$ cat src/rtl/camera_timing_pkg.sv
// Shared definitions for the camera timing sequencer.
// Contents: the frame state enumeration, the output levels driven while idle,
// and the minimum legal phase lengths used by the configuration check.
package camera_timing_pkg;

    typedef enum logic [2:0] {
        IDLE    = 3'd0,
        RST     = 3'd1,
        EXPOSE  = 3'd2,
        SAMPLE  = 3'd3,
        HOLD    = 3'd4,
        READOUT = 3'd5,
        GAP     = 3'd6,
        DONE    = 3'd7
    } state_t;

    // Strobe levels held whenever no frame is in progress.
    localparam logic IDLE_VRST_SEL0  = 1'b1;
    localparam logic IDLE_PIXEL_RST  = 1'b0;
    localparam logic IDLE_PRECHARGE  = 1'b0;
    localparam logic IDLE_SAMPLE     = 1'b0;
    localparam logic IDLE_MEM_SEL    = 1'b0;
    localparam logic IDLE_PULSE      = 1'b1;

    // The reset phase needs a distinct first, middle and last cycle.
    localparam int MIN_RST_LEN     = 3;
    localparam int MIN_READOUT_LEN = 1;

endpackage

$ cat src/rtl/phase_counter.sv
// Loadable down counter that times one sequencer phase.
// Ports:
//   clk, reset  - clock, asynchronous active-high reset (count clears to 0)
//   load        - load load_val on the next edge (wins over counting)
//   load_val    - phase length minus one
//   count_nxt   - value the counter takes on the next edge
//   tc          - terminal count: current value is zero
// The counter saturates at zero instead of wrapping.
module phase_counter #(
    parameter int CNT_W = 14
) (
    input  logic             clk,
    input  logic             reset,
    input  logic             load,
    input  logic [CNT_W-1:0] load_val,
    output logic [CNT_W-1:0] count_nxt,
    output logic             tc
);

    logic [CNT_W-1:0] count_r;

    // Next count: load, otherwise decrement and hold at zero.
    always_comb begin
        count_nxt = count_r;
        if (load) begin
            count_nxt = load_val;
        end else if (count_r != {CNT_W{1'b0}}) begin
            count_nxt = count_r - {{(CNT_W-1){1'b0}}, 1'b1};
        end else begin
            count_nxt = count_r;
        end
    end

    // Count register.
    always_ff @(posedge clk or posedge reset) begin
        if (reset) begin
            count_r <= {CNT_W{1'b0}};
        end else begin
            count_r <= count_nxt;
        end
    end

    assign tc = (count_r == {CNT_W{1'b0}});

endmodule

$ cat src/rtl/camera_timing_seq.sv
// Pixel-array timing sequencer: reset, exposure, sample, hold, row readout.
// Ports:
//   clk, reset        - clock, asynchronous active-high reset
//   start, continuous - frame request (taken in IDLE only), back-to-back mode
//   abort             - synchronous stop back to IDLE
//   rst_len, exposure, readout_len - phase lengths, latched at frame start
//   vrst_sel0, pixel_rst, precharge, sample, mem_sel, pulse - pixel strobes
//   row_select        - one-hot row enable during readout
//   busy, frame_done, cfg_err - status (frame_done / cfg_err are 1-cycle pulses)
// Every output is registered from the next state and next phase count, so the
// strobes line up exactly with the state they describe.
module camera_timing_seq
    import camera_timing_pkg::*;
#(
    parameter int CNT_W      = 14,
    parameter int NUM_ROWS   = 8,
    parameter int SAMPLE_LEN = 10,
    parameter int PRE_LEAD   = 10
) (
    input  logic                clk,
    input  logic                reset,
    input  logic                start,
    input  logic                continuous,
    input  logic                abort,
    input  logic [CNT_W-1:0]    rst_len,
    input  logic [CNT_W-1:0]    exposure,
    input  logic [CNT_W-1:0]    readout_len,
    output logic                vrst_sel0,
    output logic                pixel_rst,
    output logic                precharge,
    output logic                sample,
    output logic                mem_sel,
    output logic                pulse,
    output logic [NUM_ROWS-1:0] row_select,
    output logic                busy,
    output logic                frame_done,
    output logic                cfg_err
);

    localparam int               ROW_W    = (NUM_ROWS > 1) ? $clog2(NUM_ROWS) : 1;
    localparam logic [CNT_W-1:0] CNT_ONE  = CNT_W'(1);
    localparam logic [CNT_W-1:0] CNT_ZERO = {CNT_W{1'b0}};
    localparam logic [ROW_W-1:0] ROW_ONE  = ROW_W'(1);
    localparam logic [ROW_W-1:0] ROW_LAST = ROW_W'(NUM_ROWS - 1);

    state_t              state_r, state_nxt_s;
    logic [ROW_W-1:0]    row_r, row_nxt_s;
    logic [CNT_W-1:0]    cfg_rst_len_r, cfg_exposure_r, cfg_readout_len_r;
    logic [CNT_W-1:0]    cnt_nxt_s, cnt_load_val_s, rst_len_eff_s;
    logic                cnt_load_s, cnt_tc_s, cfg_valid_s, latch_s, cfg_err_nxt_s;
    logic [NUM_ROWS-1:0] row_select_nxt_s;

    phase_counter #(.CNT_W(CNT_W)) u_phase_counter (
        .clk       (clk),
        .reset     (reset),
        .load      (cnt_load_s),
        .load_val  (cnt_load_val_s),
        .count_nxt (cnt_nxt_s),
        .tc        (cnt_tc_s)
    );

    assign cfg_valid_s = (rst_len >= CNT_W'(MIN_RST_LEN)) &&
                         (exposure > CNT_W'(PRE_LEAD)) &&
                         (readout_len >= CNT_W'(MIN_READOUT_LEN));

    // Next-state logic; abort overrides every other transition.
    always_comb begin
        state_nxt_s    = state_r;
        row_nxt_s      = row_r;
        cnt_load_s     = 1'b0;
        cnt_load_val_s = CNT_ZERO;
        latch_s        = 1'b0;
        cfg_err_nxt_s  = 1'b0;
        if (abort && (state_r != IDLE)) begin
            state_nxt_s = IDLE;
            cnt_load_s  = 1'b1;
        end else begin
            case (state_r)
                IDLE, DONE: begin
                    // DONE always leaves; IDLE leaves only on start.
                    if ((state_r == IDLE) ? start : continuous) begin
                        if (cfg_valid_s) begin
                            state_nxt_s    = RST;
                            cnt_load_s     = 1'b1;
                            cnt_load_val_s = rst_len - CNT_ONE;
                            latch_s        = 1'b1;
                        end else begin
                            state_nxt_s   = IDLE;
                            cfg_err_nxt_s = 1'b1;
                        end
                    end else begin
                        state_nxt_s = IDLE;
                    end
                end
                RST: begin
                    if (cnt_tc_s) begin
                        state_nxt_s    = EXPOSE;
                        cnt_load_s     = 1'b1;
                        cnt_load_val_s = cfg_exposure_r - CNT_ONE;
                    end else begin
                        state_nxt_s = RST;
                    end
                end
                EXPOSE: begin
                    if (cnt_tc_s) begin
                        state_nxt_s    = SAMPLE;
                        cnt_load_s     = 1'b1;
                        cnt_load_val_s = CNT_W'(SAMPLE_LEN - 1);
                    end else begin
                        state_nxt_s = EXPOSE;
                    end
                end
                SAMPLE: begin
                    if (cnt_tc_s) begin
                        state_nxt_s = HOLD;
                        cnt_load_s  = 1'b1;
                    end else begin
                        state_nxt_s = SAMPLE;
                    end
                end
                HOLD, GAP: begin
                    // Both last one cycle and then open the next row.
                    if (cnt_tc_s) begin
                        state_nxt_s    = READOUT;
                        cnt_load_s     = 1'b1;
                        cnt_load_val_s = cfg_readout_len_r - CNT_ONE;
                        row_nxt_s      = (state_r == HOLD) ? {ROW_W{1'b0}} : (row_r + ROW_ONE);
                    end else begin
                        state_nxt_s = state_r;
                    end
                end
                READOUT: begin
                    if (cnt_tc_s) begin
                        state_nxt_s = (row_r == ROW_LAST) ? DONE : GAP;
                        cnt_load_s  = 1'b1;
                    end else begin
                        state_nxt_s = READOUT;
                    end
                end
                default: begin
                    state_nxt_s = IDLE;
                    cnt_load_s  = 1'b1;
                end
            endcase
        end
    end

    // State, row index and latched frame configuration.
    always_ff @(posedge clk or posedge reset) begin
        if (reset) begin
            state_r           <= IDLE;
            row_r             <= {ROW_W{1'b0}};
            cfg_rst_len_r     <= CNT_ZERO;
            cfg_exposure_r    <= CNT_ZERO;
            cfg_readout_len_r <= CNT_ZERO;
        end else begin
            state_r <= state_nxt_s;
            row_r   <= row_nxt_s;
            if (latch_s) begin
                cfg_rst_len_r     <= rst_len;
                cfg_exposure_r    <= exposure;
                cfg_readout_len_r <= readout_len;
            end else begin
                cfg_rst_len_r     <= cfg_rst_len_r;
                cfg_exposure_r    <= cfg_exposure_r;
                cfg_readout_len_r <= cfg_readout_len_r;
            end
        end
    end

    // On the latching edge the registered length is not yet valid.
    assign rst_len_eff_s = latch_s ? rst_len : cfg_rst_len_r;

    // One-hot row decode for the upcoming cycle.
    always_comb begin
        row_select_nxt_s = {NUM_ROWS{1'b0}};
        for (int r = 0; r < NUM_ROWS; r++) begin
            row_select_nxt_s[r] = (state_nxt_s == READOUT) && (row_nxt_s == ROW_W'(r));
        end
    end

    // Registered strobes. The phase counter runs down, so a count of
    // length-1 is the first cycle of a phase and 0 is the last.
    always_ff @(posedge clk or posedge reset) begin
        if (reset) begin
            vrst_sel0  <= IDLE_VRST_SEL0;
            pixel_rst  <= IDLE_PIXEL_RST;
            precharge  <= IDLE_PRECHARGE;
            sample     <= IDLE_SAMPLE;
            mem_sel    <= IDLE_MEM_SEL;
            pulse      <= IDLE_PULSE;
            row_select <= {NUM_ROWS{1'b0}};
            busy       <= 1'b0;
            frame_done <= 1'b0;
            cfg_err    <= 1'b0;
        end else begin
            vrst_sel0  <= (state_nxt_s != RST);
            pixel_rst  <= (state_nxt_s == RST) && (cnt_nxt_s != CNT_ZERO) &&
                          (cnt_nxt_s != (rst_len_eff_s - CNT_ONE));
            // Cycle index exposure-PRE_LEAD counts down to PRE_LEAD-1.
            precharge  <= (state_nxt_s == EXPOSE) && (cnt_nxt_s == CNT_W'(PRE_LEAD - 1));
            sample     <= (state_nxt_s == SAMPLE);
            mem_sel    <= (state_nxt_s == RST) || (state_nxt_s == EXPOSE) ||
                          (state_nxt_s == SAMPLE);
            pulse      <= !((state_nxt_s == RST) || (state_nxt_s == EXPOSE) ||
                            (state_nxt_s == SAMPLE) || (state_nxt_s == HOLD));
            row_select <= row_select_nxt_s;
            busy       <= (state_nxt_s != IDLE);
            frame_done <= (state_nxt_s == DONE);
            cfg_err    <= cfg_err_nxt_s;
        end
    end

endmodule

$ cat config.mk
export PLATFORM = sky130hd
export DESIGN_NAME = camera_timing_seq
export DESIGN_NICKNAME = d
export VERILOG_FILES = /design/src/rtl/camera_timing_pkg.sv /design/src/rtl/phase_counter.sv /design/src/rtl/camera_timing_seq.sv
export SDC_FILE = /design/constraint.sdc
export NUM_CORES = 1
export LEC_CHECK = 0
export ABC_AREA = 1
export BUFFER_PORTS_ARGS = -buffer_cell sky130_fd_sc_hd__buf_2
export CAP_MARGIN = 20
export CORE_AREA = 2 2 104 106
export CTS_CLUSTER_SIZE = 8
export DETAILED_ROUTE_END_ITERATION = 16
export DIE_AREA = 0 0 106 108
export HOLD_SLACK_MARGIN = 0.12
export PLACE_DENSITY = 0.85
export SYNTH_ARGS = -nofsm -noshare
export SYNTH_HDL_FRONTEND = slang
export SYNTH_SLANG_ARGS = --single-unit
$ cat constraint.sdc
create_clock -name clk -period 7.5 [get_ports clk]
set_input_delay 1.5 -clock clk [delete_from_list [all_inputs] [get_ports clk]]
set_output_delay 1.5 -clock clk [all_outputs]
set_load 0.05 [all_outputs]
==> metrics.cfg, run 1 <==
[die]
start_util = 0.5435
dieArea_mm2 = 0.01145
io_pins = 64
die_h_um = 108
fp.coreArea_mm2 = 0.01023
num_rows = 37
die_w_um = 106

[timing]
rsz0062_at_grt = no
slew_viol_final = 0
worst_pin_slew_ns = 0.9802
slew_headroom = 0.3466
setup_viol = 0
hold_viol = 0
fmax_mhz = 257.5
skew_ns = 0.01220
period_share = 0.5179
min_period_ns = 3.884
setup_tns_ns = 0

[route]
drc = 0
vias = 5387
wl_mm = 14.05
drt_iter0_markers = 389
viasPerCell = 5.210
wl_per_cell_um = 13.59
drt-pass1-iter-count = 5
postRouteAntennaNets = 0

[worst_setup_path]
reg2reg_setup_slack_ns = 4.22
critPathArrivalTime_ns = 4.14
r2r_cells = 15
critPathCaptureType = flop
path_max_fanout = 50
crit_required_ns = 7.76
rr_endpoint = pixel_rst
cpPeakStageDelay_ns = 0.63
rr_startpoint = state_r[2]
crit_type = input pin to flop
crit_chain = buf_2, inv_1, o21ai_1, nand2_2, nor2_4, nand3_4, inv_2, o21ai_0, inv_1, nand3_1, nand2_1, xor2_1, nand3_1, nor2_1, nor2_1
start_kind = input pin
slowest_stage = inv_2

[finish]
nets = 948
fin_util = 0.6039
drive_gt1_frac = 0.1548
area_growth_pct = 11.12
final_area_mm2 = 0.006178
num_antenna_cells = 0

[clock_network]
post_cts_buffers = 0
cts_root_buffer = clkbuf_8
cts.repair.resized = 0
clock_latency_ns = 0.37
htree_levels = 3
cts_tree = done
cts_hold_buf = 0
clk_pin_slew_ns = 0.09
clockBufferDepth = 2
clock_sinks = 79
cts_made_buffers = 9

[synth]
ys_seq_elements = 79
yosysUniqueCellTypes = 44
syn_nets = 885
synth-seq-area-share = 0.3560
syn_area_per_cell_um2 = 6.699
synth_flop_cell = dfrtp_1
async_flop_share = 1.000
synth_warnings = 0
synth_cells = 830
synth.area.top_cells = dfrtp_1 35%, nand2_1 16%, inv_1 7.6%
yosys.area.top_type = dfrtp_1
synth-edff-count = 0
synth_top_area_share = 0.3465
netlist_area_mm2 = 0.005560

[grt]
track_usage = 0.2595
grt_pass1_vias = 5064
grt_pass1_wl_mm = 23.40
grt_use_met3 = 0.03677
grt_max_degree = 80
met2_usage = 0.4548
top_usage_layer = met2
grt_overflow = 0
use_met1 = 0.3359
grt_antenna_before_repair = 1

[worst_hold_path]
min_path_type = flop to flop
worstHoldStart = cfg_exposure_r[13]
whs_path_depth = 2
hold_end = cfg_exposure_r[13]

[place]
hpwl_mm = 11.00
port_buffers = 63
gp_congestion = 0.9475
place_area_mm2 = 0.005988

[power]
power_density_mw_per_mm2 = 386.2
vdd_drop_max_mv = 0.1617
power_leakage_nw = 3.261

[run]
max_cap_viol_count = 0

[status]
status = finished clean

[where the power goes]
| group | switching [mW] | leakage (nW) | internal [mW] |
|---|---|---|---|
| combinational | 0.954 | 2.19 | 0.412 |
| sequential | 0.114 | 0.976 | 0.595 |
| clock | 0.178 | 0.0914 | 0.134 |
[worst max-delay path: cells and delay by family]
| family | cells | cell delay (ns) |
|---|---|---|
| simple gates | 8 | 1.25 |
| buf+inv | 4 | 0.85 |
| compound gates | 2 | 0.37 |
| xor+xnor | 1 | 0.15 |
[state kept, by name, summed over array words and instances, names as in the netlist]
register,flops
cfg_rst_len_r,14
pixel_rst,1
pulse,1
precharge,1
busy,1
cfg_exposure_r,14
row_select,8
sample,1
cfg_readout_len_r,14
state_r,3
vrst_sel0,1
frame_done,1
cfg_err,1
mem_sel,1
u_phase_counter.count_r,14
row_r,3
[cell usage in the layout (no fill, tap or decap), types with 4 or more instances in the layout]
cell      instances
nor3_1           12
nand3b_1          6
clkbuf_8         10
inv_1           112
nand2_1         243
nand4_1          13
nand2_2          17
inv_2            10
nor2_2            9
ha_1              8
o21ai_2           4
nor2_1          108
nor2_4            5
dfrtp_1          77
a21oi_1          14
nand3_1          76
xor2_1           33
o21ai_0          35
buf_2            63
[through the flow]
stage | std cells | worst slack (ns) | hold WS [ns] | power (mW)
floorplan | 830 | 3.980 | 0.4720 | 1.755
global placement | 1018 | 3.368 | 0.5294 | 2.024
detailed placement | 1018 | 3.259 | 0.5335 | 2.058
CTS | 1034 | 3.651 | 0.5600 | 2.375
global route | 1034 | 3.358 | 0.5963 | 2.604
finish | 1034 | 3.616 | 0.5627 | 2.386
[synthesized netlist by cell type (3+ instances only)]
library cell and count:
a21oi_1 14, a22oi_1 3, buf_2 5, clkbuf_1 3
dfrtp_1 77, ha_1 8, inv_1 113, inv_2 10
nand2_1 243, nand2_2 17, nand3_1 76, nand3b_1 6
nand4_1 13, nor2_1 108, nor2_2 9, nor2_4 5
nor3_1 12, o211ai_1 3, o21ai_0 35, o21ai_2 4
xor2_1 33
[area by class of cell]
type                       instances  area (µm²)
tap                              136       170.2
fill                             954        4053
multi-input combinational        616        3053
inverter                         123       462.9
sequential                        79        1979
clock buffer                      10       137.6
clock inverter                     6       52.55
timing repair buffer              64       322.8
[layer usage]
metal,routed length [µm],share of wire
met5,12,0.00085
met2,6840,0.49
met3,743,0.053
met1,6180,0.44
met4,275,0.020
[worst max-delay path by stage]
stage               slack [ns]   endpoint  cells after the start  startpoint
finish                    3.62  pixel_rst                     15  continuous
global route              3.36  pixel_rst                     22  rst_len[9]
CTS                       3.65  pixel_rst                     15  continuous
detailed placement        3.26  pixel_rst                     15  continuous
global placement          3.37  pixel_rst                     15  continuous
floorplan                 3.98       busy                      1       reset
[cells by family (layout without fill, tap and decap cells)]
group,after synthesis,count (layout),share of synthesized area
xor gates and xnor gates,34,34,0.05356
and+or+nand+nor,502,502,0.4023
adders and majority gates,8,8,0.01800
AOI/OAI and AO/OA,72,72,0.07516
DFF,79,79,0.3560
buffers and inverters,135,203,0.09496
(Power assumes the default switching activity.)
==> run 2: changes to the inputs <==
--- a/config.mk
+++ b/config.mk
@@ -8,12 +8,12 @@
 export ABC_AREA = 1
 export BUFFER_PORTS_ARGS = -buffer_cell sky130_fd_sc_hd__buf_2
 export CAP_MARGIN = 20
-export CORE_AREA = 2 2 104 106
+export CORE_AREA = 2 2 105 107
 export CTS_CLUSTER_SIZE = 8
 export DETAILED_ROUTE_END_ITERATION = 16
-export DIE_AREA = 0 0 106 108
+export DIE_AREA = 0 0 107 109
 export HOLD_SLACK_MARGIN = 0.12
-export PLACE_DENSITY = 0.85
+export PLACE_DENSITY = 0.86
 export SYNTH_ARGS = -nofsm -noshare
 export SYNTH_HDL_FRONTEND = slang
 export SYNTH_SLANG_ARGS = --single-unit
==> constraint.sdc (replaced) <==
create_clock -name clk -period 3.5 [get_ports clk]
set_input_delay 0.7 -clock clk [delete_from_list [all_inputs] [get_ports clk]]
set_output_delay 0.7 -clock clk [all_outputs]
set_load 0.05 [all_outputs]
==> run 2 against run 1 <==
Effect of this change:
- core utilization down 1.2 points
- sequential share of layout area decreased by 0.47 points
- sequential cell count is the same
- critical path depth increased by 1
- combinational power is 120% higher
- clock skew rose by 0.0042 ns
- global-route usage increased by 0.41 points
==> metrics.cfg, run 2 (synthesis gave the netlist of run 1 again) <==
[status]
status = finished clean

[clock_network]
cts.repair.resized = 0  ; unchanged
post_cts_buffers = 0  ; unchanged
cts_hold_buf = 0  ; unchanged
clock_latency_ns = 0.38  ; about the same
clock_sinks = 79  ; unchanged
cts_tree = done
cts_made_buffers = 9  ; unchanged
cts_root_buffer = clkbuf_8
clockBufferDepth = 2  ; unchanged
clk_pin_slew_ns = 0.09  ; about the same
htree_levels = 3  ; unchanged

[power]
power_leakage_nw = 3.309  ; +1.5%
power_frac_seq = 0.291  ; -0.006
clock_power_share = 0.138  ; +0.007
power_density_mw_per_mm2 = 831.5  ; +120%
switching_power_mw = 2.672  ; +110%
power_frac_comb = 0.570  ; -0.002
switching_share = 0.5124  ; -0.009540
p_int_mw = 2.543  ; +120%
vdd_drop_max_mv = 0.3744  ; +130%

[finish]
drive_gt1_frac = 0.1623  ; +0.007463
final_area_mm2 = 0.006271  ; +1.5%
final_common_cell = nand2_1
num_antenna_cells = 0  ; unchanged
final_cell_mix = 243 x nand2_1, 112 x inv_1, 108 x nor2_1
fill_cells = 998  ; +4.6%
area_growth_pct = 12.78
nets = 956  ; +0.84%

[worst_setup_path]
path_max_fanout = 11  ; -78%
critical_path.startpoint = u_phase_counter.count_r[0]
critPathArrivalTime_ns = 3.26  ; -0.88 ns
cpPeakStageDelay_ns = 0.43  ; -0.20 ns
rr_startpoint = u_phase_counter.count_r[0]
crit_top_cell = nand2_1
critPathCaptureType = flop
crit_chain = inv_1, ha_1, nand2_1, nor2_4, nand4_2, inv_1, nand3_1, o211ai_1, nand2_1, nand2_1, nand2_1, nand2_1, xor2_1, nand3_1, nor2_1, nor2_1
crit_type = flop to flop
r2r_cells = 16  ; +1
worst-path-stages = 16  ; +1
cp_top_family = simple AND/OR/NAND/NOR gates
slowest_stage = dfrtp_1
start_kind = flop
crit_required_ns = 3.78  ; -3.98 ns
path_buf_inv = 2  ; -2

[timing]
worst_pin_slew_ns = 0.5110  ; -0.4691 ns
fmax_mhz = 335.5
setup_viol = 0  ; unchanged
slew_viol_final = 0  ; unchanged
hold_viol = 0  ; unchanged
min_period_ns = 2.980
setup_tns_ns = 0  ; unchanged
layout_setup_ws_ns = 0.5196  ; -3.096 ns
rsz0062_at_grt = no
skew_ns = 0.01644  ; +0.004245 ns
whs_ns = 0.3885  ; -0.1742 ns
slew_headroom = 0.6589  ; +0.3124
period_share = 0.8515

[die]
die_w_um = 107  ; +0.94%
num_rows = 38  ; +2.7%
dieArea_mm2 = 0.01166  ; +1.9%
io_pins = 64  ; unchanged
start_util = 0.5244  ; -0.01905
die_h_um = 109  ; +0.93%
fp.coreArea_mm2 = 0.01060  ; +3.6%

[place]
gp_congestion = 0.9445  ; -0.32%
port_buffers = 63  ; unchanged
hpwl_mm = 11.14  ; +1.3%
pre_cts_ws_ns = 0.2740  ; -2.985 ns
place_area_mm2 = 0.006036  ; +0.79%

[grt]
grt_pass1_vias = 5164  ; +2.0%
grt_antenna_before_repair = 0  ; -1
grt_max_degree = 80  ; unchanged
grt_pass1_wl_mm = 23.87  ; +2.0%
grt_overflow = 0  ; unchanged
track_usage = 0.2637  ; +0.004138

[route]
vias = 5489  ; +1.9%
drt_iter0_markers = 396  ; +1.8%
postRouteAntennaNets = 0  ; unchanged
wl_per_cell_um = 13.81  ; +1.6%
drc = 0  ; unchanged
viasPerCell = 5.248  ; +0.72%
wl_mm = 14.44  ; +2.8%
drt-pass1-iter-count = 5  ; unchanged

[run]
max_cap_viol_count = 0  ; unchanged

[worst_hold_path]
min_path_type = input pin to asynchronous set/reset pin

==> run 2: changes by cell type in the layout (fill, tap and decap cells not counted), sizes merged <==
cell | before | now
clkinv | 2 | 3
buf | 64 | 72
inv | 125 | 123
bufinv | 0 | 1
==> run 2: final cells by class <==
class | count | area [µm²] | area share
multi-input cells | 616 | 3053 | 0.4868
flip-flops and latches | 79 | 1979 | 0.3156
inverters | 123 | 462.9 | 0.07382
repair buffers | 72 | 395.4 | 0.06305
well taps | 140 | 175.2 | 0.02793
clock buffers | 10 | 137.6 | 0.02195
clock inverters | 6 | 67.56 | 0.01077
==> run 2: routing by layer <==
| layer | vias to the layer above | wire, µm | track usage |
|---|---|---|---|
| met5 | - | 0 | 0 |
| met4 | 0 | 490 | 0.1308 |
| met3 | 42 | 786 | 0.03407 |
| met2 | 205 | 7115 | 0.4500 |
| met1 | 2484 | 6050 | 0.3310 |
| li1 | 2758 | - | - |
==> run 2: power groups by stage <==
stage	Clock, mW	Sequential, mW	Combinational [mW]
4_1_cts	0.721	1.51	2.94
3_5_place_dp	0	1.53	2.91
5_1_grt	0.761	1.57	3.36
2_1_floorplan	0	1.58	2.19
6_report	0.722	1.52	2.97
3_3_place_gp	0	1.52	2.86
==> run 2: metrics by stage <==
| step | cells | power (mW) | util |
|---|---|---|---|
| 3_3_place_gp | 1026 | 4.379 | 0.5693 |
| 3_5_place_dp | 1026 | 4.439 | 0.5693 |
| 4_1_cts | 1042 | 5.178 | 0.5886 |
| 5_1_grt | 1046 | 5.686 | 0.5915 |
| 6_report | 1046 | 5.214 | 0.5915 |
| 2_1_floorplan | 830 | 3.762 | - |
==> run 2: path summary, 6_finish.rpt <==
path                       slack (ns)                   end
min                              0.39  cfg_readout_len_r[9]
max                              0.52             pixel_rst
min reg2reg                      0.54    cfg_exposure_r[10]
max in group asynchronous        2.74                 pulse
max reg2reg                      0.52             pixel_rst
min in group clk                 0.52  cfg_readout_len_r[3]
==> run 2: worst min-delay path: stages <==
cell and delay (ns):
buf_2 0.10, clkinv_2 0.05, buf_12 0.34
